### src/rtl/regfile_wr_arbiter.sv
// Round-robin write-port arbiter for the register-file RAM, with a registered write stage and
// read-port front end. Define REGFILE_WR_BYPASS_EN to forward the in-flight write to rd_data.
module regfile_wr_arbiter #(
    parameter int unsigned DATA_WIDTH = 32,
    parameter int unsigned ADDR_WIDTH = 5,
    parameter int unsigned CNT_WIDTH  = 16
) (
    input  logic                  clk,
    input  logic                  rst_n,
    input  logic                  a_valid,
    output logic                  a_ready,
    input  logic [ADDR_WIDTH-1:0] a_addr,
    input  logic [DATA_WIDTH-1:0] a_data,
    input  logic                  b_valid,
    output logic                  b_ready,
    input  logic [ADDR_WIDTH-1:0] b_addr,
    input  logic [DATA_WIDTH-1:0] b_data,
    output logic                  ram_wr_en,
    output logic [ADDR_WIDTH-1:0] ram_wr_addr,
    output logic [DATA_WIDTH-1:0] ram_wr_data,
    input  logic                  rd_en,
    input  logic [ADDR_WIDTH-1:0] rd_addr,
    output logic                  ram_rd_en,
    output logic [ADDR_WIDTH-1:0] ram_rd_addr,
    input  logic [DATA_WIDTH-1:0] ram_rd_data,
    output logic [DATA_WIDTH-1:0] rd_data,
    output logic [CNT_WIDTH-1:0]  conflict_cnt
);

    typedef enum logic {SrcA = 1'b0, SrcB = 1'b1} src_e;

    src_e                  rr_last_q, rr_last_d;
    logic                  wr_en_q, wr_en_d;
    logic [ADDR_WIDTH-1:0] wr_addr_q, wr_addr_d;
    logic [DATA_WIDTH-1:0] wr_data_q, wr_data_d;
    logic [CNT_WIDTH-1:0]  cnt_q, cnt_d;

    logic                  both_valid;
    logic                  grant_a, grant_b;
    logic [ADDR_WIDTH-1:0] sel_addr;
    logic [DATA_WIDTH-1:0] sel_data;

    // Grants are gated by rst_n so nothing is accepted while the write stage is being cleared.
    always_comb begin
        both_valid = a_valid & b_valid;
        grant_a    = rst_n & a_valid & (~b_valid | (rr_last_q == SrcB));
        grant_b    = rst_n & b_valid & (~a_valid | (rr_last_q == SrcA));
        sel_addr   = grant_a ? a_addr : b_addr;
        sel_data   = grant_a ? a_data : b_data;
    end

    always_comb begin
        rr_last_d = rr_last_q;
        wr_en_d   = 1'b0;
        wr_addr_d = wr_addr_q;
        wr_data_d = wr_data_q;
        cnt_d     = cnt_q;
        if (grant_a || grant_b) begin
            // x0 writes are accepted but never reach the RAM.
            wr_en_d   = (sel_addr != '0);
            wr_addr_d = sel_addr;
            wr_data_d = sel_data;
        end
        if (both_valid) begin
            rr_last_d = grant_a ? SrcA : SrcB;
            if (cnt_q != '1) begin
                cnt_d = cnt_q + CNT_WIDTH'(1);
            end
        end
    end

    always_ff @(posedge clk) begin
        if (!rst_n) begin
            rr_last_q <= SrcB;
            wr_en_q   <= 1'b0;
            wr_addr_q <= '0;
            wr_data_q <= '0;
            cnt_q     <= '0;
        end else begin
            rr_last_q <= rr_last_d;
            wr_en_q   <= wr_en_d;
            wr_addr_q <= wr_addr_d;
            wr_data_q <= wr_data_d;
            cnt_q     <= cnt_d;
        end
    end

    assign a_ready      = grant_a;
    assign b_ready      = grant_b;
    assign ram_wr_en    = wr_en_q;
    assign ram_wr_addr  = wr_addr_q;
    assign ram_wr_data  = wr_data_q;
    assign ram_rd_en    = rd_en;
    assign ram_rd_addr  = rd_addr;
    assign conflict_cnt = cnt_q;

`ifdef REGFILE_WR_BYPASS_EN
    assign rd_data = (wr_en_q && (rd_addr == wr_addr_q)) ? wr_data_q : ram_rd_data;
`else
    assign rd_data = ram_rd_data;
`endif

endmodule

### config.mk
export PLATFORM = sky130hd
export DESIGN_NAME = regfile_wr_arbiter
export DESIGN_NICKNAME = d
export VERILOG_FILES = /design/src/rtl/regfile_wr_arbiter.sv
export SDC_FILE = /design/constraint.sdc
export NUM_CORES = 1
export LEC_CHECK = 0
export CAP_MARGIN = 20
export CELL_PAD_IN_SITES_DETAIL_PLACEMENT = 1
export CELL_PAD_IN_SITES_GLOBAL_PLACEMENT = 1
export CORE_ASPECT_RATIO = 0.75
export CORE_MARGIN = 2
export CORE_UTILIZATION = 23
export CTS_CLUSTER_SIZE = 30
export DETAILED_ROUTE_END_ITERATION = 7
export PLACE_DENSITY_LB_ADDON = 0.1
export SYNTH_ARGS = -nofsm -noshare
export SYNTH_HDL_FRONTEND = slang
export SYNTH_SLANG_ARGS = --single-unit
### constraint.sdc
create_clock -name clk -period 2.01 [get_ports clk]
set_input_delay 0.201 -clock clk [delete_from_list [all_inputs] [get_ports clk]]
set_output_delay 0.201 -clock clk [all_outputs]
set_load 0.01 [all_outputs]
==> results_dict.tcl, run 1 <==
set metrics [dict create \
    clockBufferDepth 2 \
    chipHeight_microns 99.86 \
    first_pass_iters 4 \
    wl_per_cell_microns 15.78 \
    critPathLaunchType "input port" \
    core_area_sq_um 11780 \
    status "completed" \
    syn_inst 331 \
    reg2reg_from "conflict_cnt[2]" \
    rows 34 \
    r2r_setup_slack_ns 0.32 \
    synthArstFlopShare_pct 0 \
    cts_buffers 5 \
    synth_seq_area_share_pct 39.08 \
    clk_pin_slew_ns 0.07 \
    grt_pass1_vias 2831 \
    crit_required_ns 1.81 \
    clock_latency_ns 0.29 \
    worstSetupPathType "input port to output pin" \
    vdd_drop_max_v 0.0003080 \
    p_leak_uw 0.001677 \
    yosys_register_bits 55 \
    slew_viol_final 0 \
    rsz0062_at_grt "no" \
    hold_start "rst_n" \
    dp_hpwl_mm 7.010 \
    reg2reg_to "conflict_cnt[7]" \
    slew_headroom_pct 66.66 \
    syn_nets 448 \
    worst_pin_slew_ns 0.5001 \
    viasPerCell 4.661 \
    end_kind "output pin" \
    synth_ff_type "dfxtp_1" \
    initial_utilization_pct 23.91 \
    crit_path_max_fanout 8 \
    synth-edff-count 0 \
    gp_congestion 0.7276 \
    final_common_cell "clkdlybuf4s50_1" \
    yosysWarningCount 0 \
    grt_remaining_overflow 0 \
    cts_tree "built" \
    track_usage_pct 14.02 \
    fin_hold_ws_ns 0.1431 \
    finalCritPeriodShare_pct 89.45 \
    root_buffer "clkbuf_16" \
    mappedNetlistArea_sq_um 2818 \
    ant_nets 0 \
    final_cell_mix "clkdlybuf4s50_1 (130), dfxtp_1 (55), nand3_1 (39)" \
    drive_above_1_share_pct 6.497 \
    layout.nets 547 \
    final_util_pct 36.04 \
    grt_max_degree 44 \
    crit_path_end "a_ready" \
    worstRegToRegCells 4 \
    netlist-cell-type-count 40 \
    diodes 0 \
    clkSinkCount 55 \
    fin_skew_ns 0.003999 \
    finalHoldViolations 0 \
    grt_pass1_wl_mm 14.80 \
    min_path_type "input port to flip-flop" \
    startpoint "a_valid" \
    num_vias 2764 \
    wirelength_mm 9.358 \
    remaining_drc_errors 0 \
    max-cap-violations 0 \
    io_pins 210 \
    setup_viol_count_final 0 \
    die_area_sq_um 13160 \
    port_buffers 133 \
    fmax_ghz 0.5562 \
    area.growth.synth_to_final_pct 50.71 \
    dr.first_iter.drc_count 62 \
    p_per_area_nw_per_um2 625.8 \
    period_minus_slack_ns 1.798 \
    syn_avg_cell_area_sq_um 8.513 \
    arrival_ns 1.60 \
    antenna_found_initial 0 \
    cts.htree.levels 2 \
    die_w_microns 131.8 \
]
-- power by group --
part	leakage, uW	internal [uW]	switching [uW]
combinational	0.00116	349	237
sequential	0.000454	1170	42.4
clock	0.0000679	463	399
total	0.00168	1980	679
-- how the worst min path moves through the flow --
stage	to	slack, ns	cells past startpoint
6_report	rr_last_q	0.14	2
5_1_grt	rr_last_q	0.14	2
4_1_cts	rr_last_q	0.14	2
3_5_place_dp	rd_data[14]	0.40	0
3_3_place_gp	rd_data[14]	0.40	0
2_1_floorplan	ram_wr_addr[0]	0.36	2
-- timing repair --
action | 4_1_cts | 5_1_grt
hold buffers | 0 | 0
pin swaps | 0 | 1
buffers inserted | 0 | 2
gates resized for setup | 1 | 1
endpoints found under the setup margin | 2 | 2
-- worst max-delay path, cell delays in order --
cell,delay (ns)
dlygate4sd2_1,0.39
o211ai_1,0.19
buf_4,0.19
inv_2,0.09
clkdlybuf4s50_1,0.54
-- cells in the mapped netlist (2+ instances only) --
library cell / n / area share [%]
a211oi_1: 2 / 0.53
a21oi_1: 5 / 0.89
a311oi_1: 9 / 2.8
a31oi_1: 4 / 0.89
and2_1: 3 / 0.67
and3_1: 4 / 0.89
buf_2: 6 / 1.1
buf_4: 38 / 10
buf_6: 3 / 1.2
clkbuf_1: 10 / 1.3
dfxtp_1: 55 / 39
inv_1: 4 / 0.53
mux2i_1: 30 / 11
nand2_1: 32 / 4.3
nand2b_1: 2 / 0.44
nand3_1: 39 / 6.9
nand4_1: 2 / 0.44
nor2_1: 15 / 2.0
nor3_1: 3 / 0.53
o211ai_1: 4 / 1.1
o21ai_0: 34 / 6.0
o311ai_0: 2 / 0.62
o31ai_1: 2 / 0.53
o41ai_1: 2 / 0.62
or3_1: 3 / 0.67
or4_1: 4 / 1.1
-- per-layer routing --
metal	global-route usage (%)	routed length, microns	vias to the layer above
li1	-	-	1352
met1	18.27	4434	1298
met2	21.99	4048	94
met3	5.101	765	20
met4	3.930	110	0
met5	0	0	-
-- final cells by class --
cell class | count | area (sq um)
Tap cell | 162 | 202.7
Sequential cell | 55 | 1101
Timing Repair Buffer | 150 | 1468
Inverter | 5 | 18.77
Fill cell | 1388 | 7537
Multi-Input combinational cell | 213 | 1319
Clock buffer | 7 | 132.6
Clock inverter | 1 | 5.005
-- flip-flops by register name, summed over array words and instances, names as in the netlist --
signal	cells
ram_wr_data	32
rr_last_q	1
ram_wr_en	1
conflict_cnt	16
ram_wr_addr	5
-- metrics by stage --
stage	power [uW]	setup slack, ns	cell area, sq um	TNS [ns]	cells
2_1_floorplan	1523	0.5096	2818	0	331
3_3_place_gp	1819	-0.03360	4093	-0.03360	583
3_5_place_dp	1828	-0.06210	4093	-0.09501	583
4_1_cts	2721	0.01071	4229	0	591
5_1_grt	2814	0.1251	4247	0	593
6_report	2657	0.2121	4247	0	593
-- cells by family after synthesis --
logic type / share of synthesized area, %
compound gates: 16.34
xor+xnor: 0.3109
fa+ha+maj: 0.4440
buf+inv: 14.52
flops: 39.08
mux: 10.66
simple gates: 18.65
No activity file was read; power rests on OpenSTA's default activity.
==> inputs of run 2 (changes only) <==
==> constraint.sdc (replaced) <==
create_clock -name clk -period 2.01 [get_ports clk]
set_input_delay 0.603 -clock clk [delete_from_list [all_inputs] [get_ports clk]]
set_output_delay 0.603 -clock clk [all_outputs]
set_load 0.01 [all_outputs]
==> run 2 against run 1 <==
Against the previous run: power increased by 0.82%; clock skew grew 0.00098 ns; non-clock buffer count grew 4.
==> results_dict.tcl, run 2 (synthesis gave the netlist of run 1 again) <==
set metrics [dict create \
    r2r_setup_slack_ns 0.20 \
    grt_max_degree 44 \
    critPathLaunchType "flip-flop" \
    cp_num_buf_inv 1 \
    io_pins 210 \
    place_area_sq_um 4175 \
    gp_congestion 0.7196 \
    core_area_sq_um 11780 \
    port_buffers 133 \
    final_common_cell "clkdlybuf4s50_1" \
    finalCritPeriodShare_pct 96.27 \
    worstSetupPathType "flip-flop to output pin" \
    slew_viol_final 0 \
    die_w_microns 131.8 \
    fin_area_sq_um 4324 \
    fmax_ghz 0.5168 \
    finalHoldViolations 0 \
    max-cap-violations 0 \
    wl_per_cell_microns 15.81 \
    first_pass_iters 4 \
    viasPerCell 4.722 \
    grt_pass1_wl_mm 15.19 \
    cts_buffers 5 \
    slew_headroom_pct 64.71 \
    p_switching_uw 689.3 \
    setup_viol_count_final 0 \
    reg2reg_from "conflict_cnt[1]" \
    pwr-share-comb_pct 22.4 \
    area.growth.synth_to_final_pct 53.46 \
    root_buffer "clkbuf_16" \
    dp_hpwl_mm 7.105 \
    end_kind "output pin" \
    slowest_stage "clkdlybuf4s50_1" \
    holdBufCountCts 0 \
    seq_power_share_pct 45.2 \
    chipHeight_microns 99.86 \
    track_usage_pct 14.30 \
    ant_nets 0 \
    worst_pin_slew_ns 0.5246 \
    diodes 0 \
    period_minus_slack_ns 1.935 \
    reg2reg_to "conflict_cnt[9]" \
    internal-power_uw 1990 \
    die_area_sq_um 13160 \
    min_to "ram_wr_data[13]" \
    remaining_drc_errors 0 \
    clkPwrFrac_pct 32.4 \
    final_cell_mix "clkdlybuf4s50_1 (128), dfxtp_1 (52), nand3_1 (39)" \
    hold_start "ram_wr_data[13]" \
    rsz0062_at_grt "no" \
    arrival_ns 1.33 \
    crit_path_max_fanout 8 \
    clockBufferDepth 2 \
    finalSetupTns_ns 0 \
    clkSinkCount 55 \
    slowest_delay_ns 0.58 \
    cts_tree "built" \
    antenna_found_initial 0 \
    cts_setup_buffers 0 \
    layout.nets 551 \
    crit_family "buffers and inverters" \
    dr.first_iter.drc_count 97 \
    num_vias 2819 \
    p_per_area_nw_per_um2 619.6 \
    rows 34 \
    grt_pass1_vias 2865 \
    status "completed" \
    switching_share_pct 25.73 \
    whs_path_depth 2 \
    min_path_type "flip-flop to flip-flop" \
    vdd_drop_max_v 0.0003320 \
    largest_register_ffs 32 \
    p_leak_uw 0.001708 \
    worstRegToRegCells 6 \
    fin_hold_ws_ns 0.4744 \
    initial_utilization_pct 23.91 \
    drive_above_1_share_pct 9.195 \
    final_util_pct 36.70 \
    crit_required_ns 1.41 \
    crit_chain "clkdlybuf4s50_1" \
    clock_latency_ns 0.29 \
    cts.htree.levels 2 \
    grt_remaining_overflow 0 \
    clk_pin_slew_ns 0.07 \
    wirelength_mm 9.437 \
    fin_skew_ns 0.004978 \
]
-- run 2: changes by cell type in the layout (fill, tap and decap cells not counted), sizes merged --
cell,change
dlymetal6s2s,-1
clkdlybuf4s15,+1
buf,+6
clkdlybuf4s50,-2
clkbuf,-2
clkinvlp,+2
-- run 2: how the worst max path moves through the flow --
stage	slack, ns	depth (start not counted)	from	endpoint
finish	0.07	1	conflict_cnt[11]	conflict_cnt[11]
global route	0.01	1	conflict_cnt[3]	conflict_cnt[3]
CTS	0.03	4	a_valid	b_ready
detailed placement	-0.67	5	b_valid	b_ready
global placement	-0.67	5	b_valid	b_ready
floorplan	0.04	4	rst_n	b_ready
-- run 2: power by group through the flow --
stage / clock network (uW) / registers [uW] / logic, uW
4_1_cts: 928 / 1210 / 612
2_1_floorplan: 0 / 1270 / 256
3_5_place_dp: 0 / 1240 / 611
3_3_place_gp: 0 / 1230 / 605
6_report: 869 / 1210 / 600
5_1_grt: 973 / 1220 / 653
-- run 2: metrics by stage --
stage,std cells,power (uW),setup slack (ns)
6_report,597,2679,0.07493
5_1_grt,597,2848,0.01452
4_1_cts,597,2750,0.02857
3_5_place_dp,589,1847,-0.6677
3_3_place_gp,589,1837,-0.6696
2_1_floorplan,331,1523,0.04036
-- run 2: repair_timing --
action | 4_1_cts | 5_1_grt
pin swaps | 1 | 2
resized for setup | 11 | 5
setup endpoints to repair | 33 | 5
-- run 2: final cells by class --
type	count	area, sq um
fill	1382	7460
timing repair buffer	154	1529
multi-input combinational	213	1324
sequential	55	1105
tap	162	202.7
clock buffer	5	125.1
clock inverter	3	20.02
inverter	5	18.77
-- run 2: per-layer routing --
metal | share of wire (%) | up-vias | track usage (%)
met5 | 0 | - | 0
met4 | 1.2 | 0 | 3.846
met3 | 7.2 | 19 | 5.152
met2 | 45 | 95 | 21.71
met1 | 47 | 1338 | 19.29
li1 | - | 1367 | -
